$ cat config.mk
export PLATFORM = sky130hd
export DESIGN_NAME = vending_machine_multi_flat
export DESIGN_NICKNAME = d
export VERILOG_FILES = /design/src/rtl/vending_machine_multi_pkg.sv /design/src/rtl/vending_machine_multi_if.sv /design/src/rtl/vending_machine_multi_dispenser.sv /design/src/rtl/vending_machine_multi.sv /design/src/flat_wrapper.sv
export SDC_FILE = /design/constraint.sdc
export NUM_CORES = 1
export LEC_CHECK = 0
export ABC_AREA = 1
export CAP_MARGIN = 20
export CORE_ASPECT_RATIO = 0.7
export CORE_MARGIN = 2
export CORE_UTILIZATION = 45
export CTS_BUF_LIST = sky130_fd_sc_hd__clkbuf_16
export DETAILED_ROUTE_END_ITERATION = 8
export PLACE_DENSITY = 0.72
export SLEW_MARGIN = 20
export SYNTH_ARGS = -nofsm -noshare
export SYNTH_HDL_FRONTEND = slang
export SYNTH_SLANG_ARGS = --single-unit
$ cat constraint.sdc
create_clock -name clk -period 2.3 [get_ports clk]
set_input_delay 0.69 -clock clk [delete_from_list [all_inputs] [get_ports clk]]
set_output_delay 0.69 -clock clk [all_outputs]
set_load 0.02 [all_outputs]
$ cat src/rtl/vending_machine_multi_pkg.sv
`default_nettype none
// ============================================================================
// Module  : vm_pkg
// Purpose : Shared definitions for the multi-product vending machine.
//           - Coin-code constants.
//           - FSM state encoding.
//           - Coin value lookup.
//           - Greedy coin choice.
//           - Index-width helper.
// Ports   : none (package)
// Revision: 1.0 - initial release
// ============================================================================
package vm_pkg;

  // Coin codes as presented on the acceptor input and the change output
  localparam logic [1:0] COIN_NONE = 2'd0;
  localparam logic [1:0] COIN_5    = 2'd1;  // 1 unit
  localparam logic [1:0] COIN_10   = 2'd2;  // 2 units
  localparam logic [1:0] COIN_20   = 2'd3;  // 4 units

  typedef enum logic [1:0] {
    ST_IDLE   = 2'd0,  // credit is zero
    ST_CREDIT = 2'd1,  // credit is non-zero, waiting for a selection
    ST_VEND   = 2'd2,  // one-cycle vend pulse
    ST_CHANGE = 2'd3   // paying out remaining credit, one coin per cycle
  } vm_state_t;

  // Value of a coin code in units of 5
  function automatic logic [2:0] coin_value(input logic [1:0] code);
    case (code)
      COIN_5:  return 3'd1;
      COIN_10: return 3'd2;
      COIN_20: return 3'd4;
      default: return 3'd0;
    endcase
  endfunction

  // Largest coin not exceeding the given credit (COIN_NONE when credit is 0).
  // The argument is wide so any credit register width can be passed in.
  function automatic logic [1:0] largest_coin(input logic [31:0] credit);
    if (credit >= 32'd4) begin
      return COIN_20;
    end else if (credit >= 32'd2) begin
      return COIN_10;
    end else if (credit >= 32'd1) begin
      return COIN_5;
    end
    return COIN_NONE;
  endfunction

  // Selection index width; a single-product machine still gets a 1-bit index
  function automatic int idx_width(input int n);
    return (n > 1) ? $clog2(n) : 1;
  endfunction

endpackage
`default_nettype wire

$ cat src/rtl/vending_machine_multi_if.sv
`default_nettype none
// ============================================================================
// Module  : vending_machine_multi_if
// Purpose : Bundles the coin/selection inputs and the vend/change/status
//           outputs of the vending machine.
// Ports   :
//   Host to machine:
//     in [1:0]         coin code (0 none, 1 = 5, 2 = 10, 3 = 20)
//     sel_valid        selection strobe
//     sel_idx          selected product
//     cancel           refund request
//   Machine to host:
//     out              vend pulse
//     item             vended index
//     change [1:0]     returned coin code
//     reject           refused-coin pulse
//     credit           current credit in units
//     busy             vending or paying change
// Modports: master (host / acceptor side), slave (machine side)
// Revision: 1.0 - initial release
// ============================================================================
interface vending_machine_multi_if #(
  parameter int NUM_ITEMS = 4,
  parameter int CREDIT_W  = 6
);
  localparam int IDX_W = vm_pkg::idx_width(NUM_ITEMS);

  logic [1:0]          in;
  logic                sel_valid;
  logic [IDX_W-1:0]    sel_idx;
  logic                cancel;
  logic                out;
  logic [IDX_W-1:0]    item;
  logic [1:0]          change;
  logic                reject;
  logic [CREDIT_W-1:0] credit;
  logic                busy;

  modport master (
    output in, sel_valid, sel_idx, cancel,
    input  out, item, change, reject, credit, busy
  );

  modport slave (
    input  in, sel_valid, sel_idx, cancel,
    output out, item, change, reject, credit, busy
  );

endinterface
`default_nettype wire

$ cat src/rtl/vending_machine_multi_dispenser.sv
`default_nettype none
// ============================================================================
// Module  : vm_change_dispenser
// Purpose : Greedy change step. Given the remaining credit, it picks the
//           largest coin that fits and returns the credit left after paying
//           it. Purely combinational. A zero credit yields COIN_NONE with the
//           credit unchanged.
// Ports   :
//   credit       remaining credit (units)
//   coin         coin code to pay out this cycle
//   credit_next  credit after paying that coin
// Revision: 1.0 - initial release
// ============================================================================
module vm_change_dispenser
  import vm_pkg::*;
#(
  parameter int CREDIT_W = 6
) (
  input  logic [CREDIT_W-1:0] credit,
  output logic [1:0]          coin,
  output logic [CREDIT_W-1:0] credit_next
);

  assign coin        = largest_coin(32'(credit));
  assign credit_next = credit - CREDIT_W'(coin_value(coin));

endmodule
`default_nettype wire

$ cat src/rtl/vending_machine_multi.sv
`default_nettype none
// ============================================================================
// Module  : vending_machine_multi
// Purpose : Multi-product vending machine.
//           - Accumulates coin credit up to MAX_CREDIT.
//           - Vends one of NUM_ITEMS individually priced products.
//           - Returns change greedily, one coin per cycle.
//           - All outputs are registered.
// Ports   :
//   clk   rising-edge clock
//   rst   synchronous active-high reset
//   bus   vending_machine_multi_if.slave
//         (coin / selection inputs, vend / change / status outputs)
// Config  : VM_REFUND_EN - when defined, cancel in CREDIT refunds the full
//           credit through the change path. Otherwise cancel is ignored.
// Revision: 1.0 - initial release
// ============================================================================
module vending_machine_multi
  import vm_pkg::*;
#(
  parameter int                            NUM_ITEMS  = 4,
  parameter int                            CREDIT_W   = 6,
  parameter logic [NUM_ITEMS*CREDIT_W-1:0] PRICES     = {6'd4, 6'd3, 6'd2, 6'd6},
  parameter int                            MAX_CREDIT = 12
) (
  input  logic                   clk,
  input  logic                   rst,
  vending_machine_multi_if.slave bus
);

  localparam int IDX_W = idx_width(NUM_ITEMS);

`ifdef VM_REFUND_EN
  localparam bit REFUND_EN = 1'b1;
`else
  localparam bit REFUND_EN = 1'b0;
`endif

  // --------------------------------------------------------------------------
  // Registers and their next values
  // --------------------------------------------------------------------------
  vm_state_t           state, state_nxt;
  logic [CREDIT_W-1:0] credit_reg, credit_nxt;
  logic                out_reg, out_nxt;
  logic [IDX_W-1:0]    item_reg, item_nxt;
  logic [1:0]          change_reg, change_nxt;
  logic                reject_reg, reject_nxt;
  logic                busy_reg, busy_nxt;

  // --------------------------------------------------------------------------
  // Input decode
  // --------------------------------------------------------------------------
  logic [CREDIT_W-1:0] price_tbl [NUM_ITEMS];

  for (genvar i = 0; i < NUM_ITEMS; i++) begin : g_price
    assign price_tbl[i] = PRICES[i*CREDIT_W +: CREDIT_W];
  end

  logic                coin_in;
  logic [CREDIT_W:0]   credit_sum;  // one spare bit so the limit check never wraps
  logic                coin_fits;
  logic                idx_ok;
  logic [CREDIT_W-1:0] price;
  logic                can_buy;
  logic                cancel_req;

  assign coin_in    = (bus.in != COIN_NONE);
  assign credit_sum = {1'b0, credit_reg} + (CREDIT_W+1)'(coin_value(bus.in));
  assign coin_fits  = (credit_sum <= (CREDIT_W+1)'(MAX_CREDIT));
  assign idx_ok     = (int'(bus.sel_idx) < NUM_ITEMS);
  assign price      = idx_ok ? price_tbl[bus.sel_idx] : '0;

  // A coin in the same cycle wins over the selection; the host re-asserts it
  assign can_buy    = bus.sel_valid && idx_ok && !coin_in && (credit_reg >= price);

  // Refund only exists in CREDIT; it outranks coins and selections
  assign cancel_req = REFUND_EN && bus.cancel && (state == ST_CREDIT);

  // Greedy change step, shared by VEND, CHANGE and the refund entry
  logic [1:0]          disp_coin;
  logic [CREDIT_W-1:0] disp_credit;

  vm_change_dispenser #(
    .CREDIT_W (CREDIT_W)
  ) u_change_dispenser (
    .credit      (credit_reg),
    .coin        (disp_coin),
    .credit_next (disp_credit)
  );

  // --------------------------------------------------------------------------
  // State register (outputs are registered alongside the state)
  // --------------------------------------------------------------------------
  always_ff @(posedge clk) begin
    if (rst) begin
      state      <= ST_IDLE;
      credit_reg <= '0;
      out_reg    <= 1'b0;
      item_reg   <= '0;
      change_reg <= COIN_NONE;
      reject_reg <= 1'b0;
      busy_reg   <= 1'b0;
    end else begin
      state      <= state_nxt;
      credit_reg <= credit_nxt;
      out_reg    <= out_nxt;
      item_reg   <= item_nxt;
      change_reg <= change_nxt;
      reject_reg <= reject_nxt;
      busy_reg   <= busy_nxt;
    end
  end

  // --------------------------------------------------------------------------
  // Next-state logic
  // --------------------------------------------------------------------------
  always_comb begin
    state_nxt = state;
    case (state)
      ST_IDLE, ST_CREDIT: begin
        if (cancel_req) begin
          state_nxt = ST_CHANGE;
        end else if (coin_in) begin
          if (coin_fits) begin
            state_nxt = ST_CREDIT;
          end
        end else if (can_buy) begin
          state_nxt = ST_VEND;
        end
      end
      // Stay in CHANGE while credit remains to be paid. Credit already shows
      // the value left after the coin currently on the change output.
      ST_VEND, ST_CHANGE: begin
        state_nxt = (credit_reg != '0) ? ST_CHANGE : ST_IDLE;
      end
      default: state_nxt = ST_IDLE;
    endcase
  end

  // --------------------------------------------------------------------------
  // Output / datapath next values
  // --------------------------------------------------------------------------
  always_comb begin
    credit_nxt = credit_reg;
    out_nxt    = 1'b0;
    item_nxt   = '0;
    change_nxt = COIN_NONE;
    reject_nxt = 1'b0;
    case (state)
      ST_IDLE, ST_CREDIT: begin
        if (cancel_req) begin
          credit_nxt = disp_credit;
          change_nxt = disp_coin;
          reject_nxt = coin_in;
        end else if (coin_in) begin
          if (coin_fits) begin
            credit_nxt = credit_sum[CREDIT_W-1:0];
          end else begin
            reject_nxt = 1'b1;
          end
        end else if (can_buy) begin
          credit_nxt = credit_reg - price;
          out_nxt    = 1'b1;
          item_nxt   = bus.sel_idx;
        end
      end
      ST_VEND, ST_CHANGE: begin
        reject_nxt = coin_in;
        if (credit_reg != '0) begin
          credit_nxt = disp_credit;
          change_nxt = disp_coin;
        end
      end
      default: ;
    endcase
    busy_nxt = (state_nxt == ST_VEND) || (state_nxt == ST_CHANGE);
  end

  assign bus.out    = out_reg;
  assign bus.item   = item_reg;
  assign bus.change = change_reg;
  assign bus.reject = reject_reg;
  assign bus.credit = credit_reg;
  assign bus.busy   = busy_reg;

endmodule
`default_nettype wire

$ cat src/flat_wrapper.sv
// flat-port wrapper written by rule: the top's interface ports become plain ports
module vending_machine_multi_flat import vm_pkg::*;
#(
  parameter int                            NUM_ITEMS  = 4,
  parameter int                            CREDIT_W   = 6,
  parameter logic [NUM_ITEMS*CREDIT_W-1:0] PRICES     = {6'd4, 6'd3, 6'd2, 6'd6},
  parameter int                            MAX_CREDIT = 12
)
  (clk, rst, bus_in, bus_sel_valid, bus_sel_idx, bus_cancel, bus_out, bus_item, bus_change, bus_reject, bus_credit, bus_busy);
  vending_machine_multi_if #(.NUM_ITEMS(NUM_ITEMS), .CREDIT_W(CREDIT_W)) bus_i ();
  input  logic clk;
  input  logic rst;
  input wire logic [$bits(bus_i.in)-1:0] bus_in;
  input wire logic [$bits(bus_i.sel_valid)-1:0] bus_sel_valid;
  input wire logic [$bits(bus_i.sel_idx)-1:0] bus_sel_idx;
  input wire logic [$bits(bus_i.cancel)-1:0] bus_cancel;
  output wire logic [$bits(bus_i.out)-1:0] bus_out;
  output wire logic [$bits(bus_i.item)-1:0] bus_item;
  output wire logic [$bits(bus_i.change)-1:0] bus_change;
  output wire logic [$bits(bus_i.reject)-1:0] bus_reject;
  output wire logic [$bits(bus_i.credit)-1:0] bus_credit;
  output wire logic [$bits(bus_i.busy)-1:0] bus_busy;
  assign bus_i.in = bus_in;
  assign bus_i.sel_valid = bus_sel_valid;
  assign bus_i.sel_idx = bus_sel_idx;
  assign bus_i.cancel = bus_cancel;
  assign bus_out = bus_i.out;
  assign bus_item = bus_i.item;
  assign bus_change = bus_i.change;
  assign bus_reject = bus_i.reject;
  assign bus_credit = bus_i.credit;
  assign bus_busy = bus_i.busy;
  vending_machine_multi #(.NUM_ITEMS(NUM_ITEMS), .CREDIT_W(CREDIT_W), .PRICES(PRICES), .MAX_CREDIT(MAX_CREDIT)) u_core (.clk(clk), .rst(rst), .bus(bus_i));
endmodule
==> results of run 1 <==
## worst min-delay path by stage
stage,cells past startpoint,end,startpoint,slack (ps)
after floorplan,2,u_core.bus.credit[5]$_SDFFE_PP0P_,u_core.bus.credit[5]$_SDFFE_PP0P_,580
after global placement,2,u_core.bus.credit[5]$_SDFFE_PP0P_,u_core.bus.credit[5]$_SDFFE_PP0P_,510
after detailed placement,2,u_core.bus.credit[5]$_SDFFE_PP0P_,u_core.bus.credit[5]$_SDFFE_PP0P_,510
after CTS,2,u_core.bus.credit[5]$_SDFFE_PP0P_,u_core.bus.credit[5]$_SDFFE_PP0P_,520
after global routing,2,u_core.bus.credit[5]$_SDFFE_PP0P_,u_core.bus.credit[5]$_SDFFE_PP0P_,570
final,2,u_core.bus.credit[5]$_SDFFE_PP0P_,u_core.bus.credit[5]$_SDFFE_PP0P_,530
## layer usage
metal | vias to the layer above | routed length (µm) | GRT usage
met3 | 6 | 295 | 0.0647
li1 | 691 | - | -
met4 | 0 | 49 | 0.0490
met2 | 68 | 1820 | 0.398
met5 | - | 0 | 0
met1 | 608 | 1530 | 0.282
## layout make-up
class	count	share of cell area
Clock inverter	1	0.00196
Tap cell	34	0.0222
Sequential cell	14	0.148
Clock buffer	3	0.0392
Inverter	28	0.0666
Timing Repair Buffer	46	0.205
Multi-Input combinational cell	146	0.518
## report_power, final
part           total (µW)  internal (µW)  leakage (µW)  switching [µW]
logic                1900            813      0.000758            1090
clock network         323            229     0.0000385            93.6
registers             425            314      0.000115             111
## stage by stage
step,hold WS [ps],utilization,total power (µW),std cells
2_1_floorplan,580,-,1470,191
3_3_place_gp,510,0.638,1900,263
3_5_place_dp,508,0.638,1960,263
4_1_cts,516,0.687,2340,269
5_1_grt,572,0.751,2820,272
6_report,526,0.751,2650,272
## timing repair
| item | 4_1_cts | 5_1_grt |
|---|---|---|
| buffers inserted | 2 | 3 |
| setup endpoints to repair | 13 | 7 |
| pin swaps | 14 | 18 |
| gates resized for setup | 29 | 41 |
## synthesized netlist by cell type (all sizes together)
master,number,share of area
a21boi,1,0.0060
a21oi,3,0.012
a31oi,2,0.010
buf,2,0.018
clkbuf,1,0.0030
clkinv,1,0.0030
dfxtp,14,0.22
fa,3,0.048
ha,11,0.11
inv,27,0.087
mux2i,1,0.0080
nand2,54,0.18
nand3,14,0.064
nand4,4,0.020
nor2,42,0.15
nor3,1,0.0040
o211ai,1,0.0060
o21ai,5,0.020
o22ai,1,0.0050
xnor2,1,0.0070
xor2,2,0.014
## worst max-delay path, delay by kind of cell
| kind | cells | cell delay, ps |
|---|---|---|
| buffers and inverters | 4 | 270 |
| adders and majority gates | 3 | 620 |
| and+or+nand+nor | 9 | 780 |
## cell usage in the layout (no fill, tap or decap), types with 7 or more instances in the layout
cell and instances:
buf_4 26, nor2_1 28, nand2_2 7, nor2_4 9, clkdlybuf4s50_1 15, inv_2 8
inv_1 14, nand3_1 10, dfxtp_1 12, nand2_1 43
## kinds of logic (layout without fill, tap and decap cells)
logic type                 after synthesis  count (layout)  synth area share
and+or+nand+nor                        115             115             0.421
buffers and inverters                   31              78             0.111
adders and majority gates               14              14             0.158
DFF                                     14              14             0.223
AOI/OAI and AO/OA                       13              13            0.0588
xor gates and xnor gates                 3               3            0.0209
muxes                                    1               1           0.00798
==> flow_metrics.py, run 1 <==
metrics = {
    "critical_path": {
        "r2r_slack_ps": 120,
        "worstReg2RegStart": "u_core.bus.credit[5]$_SDFFE_PP0P_",
        "r2r-end": "u_core.bus.credit[4]$_SDFFE_PP0P_",
        "cp_cell_sequence": "buf_2 -> inv_2 -> ha_4 -> ha_4 -> inv_2 -> fa_2 -> nand2_2 -> nand2_2 -> nor2_4 -> nand3_2 -> nand3_2 -> nand2_4 -> nand2_8 -> inv_8 -> nor2_4 -> nor2_1",
        "critical_path_class": "input pin to register",
        "ff2ff_path_depth": 16,
        "slowest_delay_ps": 350,
        "startpoint": "bus_sel_idx[0]",
        "crit_path_end_kind": "register",
        "critPathLaunchType": "input pin",
        "cpMaxStageDelayCell": "fa_2",
        "cp.required_ps": 2430,
        "critPathMaxFanout": 7,
        "arrival_ps": 2370,
        "crit_end": "u_core.bus.credit[0]$_SDFFE_PP0P_",
    },
    "cts": {
        "ctsRootBufferMaster": "clkbuf_16",
        "clockBufferDepth": 2,
        "insertion_delay_ps": 240,
        "clkSinkCount": 14,
        "cts_tree": "yes",
        "clkTransAtPathRegs_ps": 40,
        "hold_buffers": 0,
        "htreeDepth": 1,
        "cts_buffers": 3,
    },
    "finish": {
        "layout-drive-gt1-share": 0.370,
        "syn2layout_area_growth_pct": 52.7,
        "fin_nets": 261,
        "multiInputGateArea_um2": 992,
        "antennaDiodeCount": 0,
        "nFillCells": 187,
        "register_area_um2": 283,
        "design_area_um2": 1920,
        "largest_register_ffs": 6,
    },
    "min_path": {
        "hold_path_class": "register to register",
    },
    "global_routing": {
        "grt_usage": 0.226,
        "grt_pass1_wl_mm": 5.33,
        "overflow": 0,
        "first_global_vias": 1220,
        "antenna_found_initial": 0,
        "grt_max_degree": 12,
    },
    "routing": {
        "drtIter0Drc": 125,
        "drtAntennaViolNets": 0,
        "routed-via-count": 1373,
        "routed_wl_mm": 3.70,
        "viasPerCell": 5.05,
        "wl_per_cell_um": 13.6,
        "drc": 0,
        "dr.pass1.iters": 6,
    },
    "timing": {
        "post-route-period-util": 0.974,
        "hold_violations": 0,
        "setup_viol": 0,
        "worst_pin_slew_ps": 442,
        "drv_slew": 0,
        "fmax_mhz": 447,
        "slew_headroom": 0.704,
        "fin_worst_skew_ps": 0.536,
        "fin_tns_setup_ps": 0,
        "finalCriticalPeriod_ps": 2240,
        "layout_setup_ws_ps": 60.7,
    },
    "place": {
        "pre_cts_slack_ps": -685,
        "portBuffers": 19,
        "dp_hpwl_mm": 2.70,
        "place_area_um2": 1630,
        "place.gp.congestion": 0.908,
    },
    "floorplan": {
        "die_h_um": 48.2,
        "core.rowCount": 15,
        "start_util": 0.492,
        "die_area_um2": 3230,
        "num_io_pins": 21,
        "fp.coreArea_um2": 2550,
        "die_width_um": 67.1,
    },
    "yosys": {
        "ys_seq_area_frac": 0.223,
        "ys_warn_count": 0,
        "ys_types": 30,
        "synth_cells": 191,
        "synth_nets": 213,
        "syn_area_um2": 1250,
        "syn_area_per_cell_um2": 6.57,
        "ys_seq_elements": 14,
    },
    "job": {
        "maxCapViolCount": 0,
    },
    "power": {
        "pwr_density_cell_nw_per_um2": 1380,
        "ir_drop_mv": 0.818,
        "p_leak_uw": 0.000911,
    },
    "status": {
        "outcome": "finished, final reports clean",
    },
}
No activity file was read; power rests on OpenSTA's default activity.
==> run 2, diff against run 1 <==
--- a/config.mk
+++ b/config.mk
@@ -11,9 +11,11 @@
 export CORE_MARGIN = 2
 export CORE_UTILIZATION = 45
 export CTS_BUF_LIST = sky130_fd_sc_hd__clkbuf_16
+export CTS_CLUSTER_DIAMETER = 50
 export DETAILED_ROUTE_END_ITERATION = 8
 export PLACE_DENSITY = 0.72
 export SLEW_MARGIN = 20
 export SYNTH_ARGS = -nofsm -noshare
 export SYNTH_HDL_FRONTEND = slang
 export SYNTH_SLANG_ARGS = --single-unit
+export TNS_END_PERCENT = 100
==> results of run 2 <==
Final layout, timing and power as in run 1 (identical DEF).
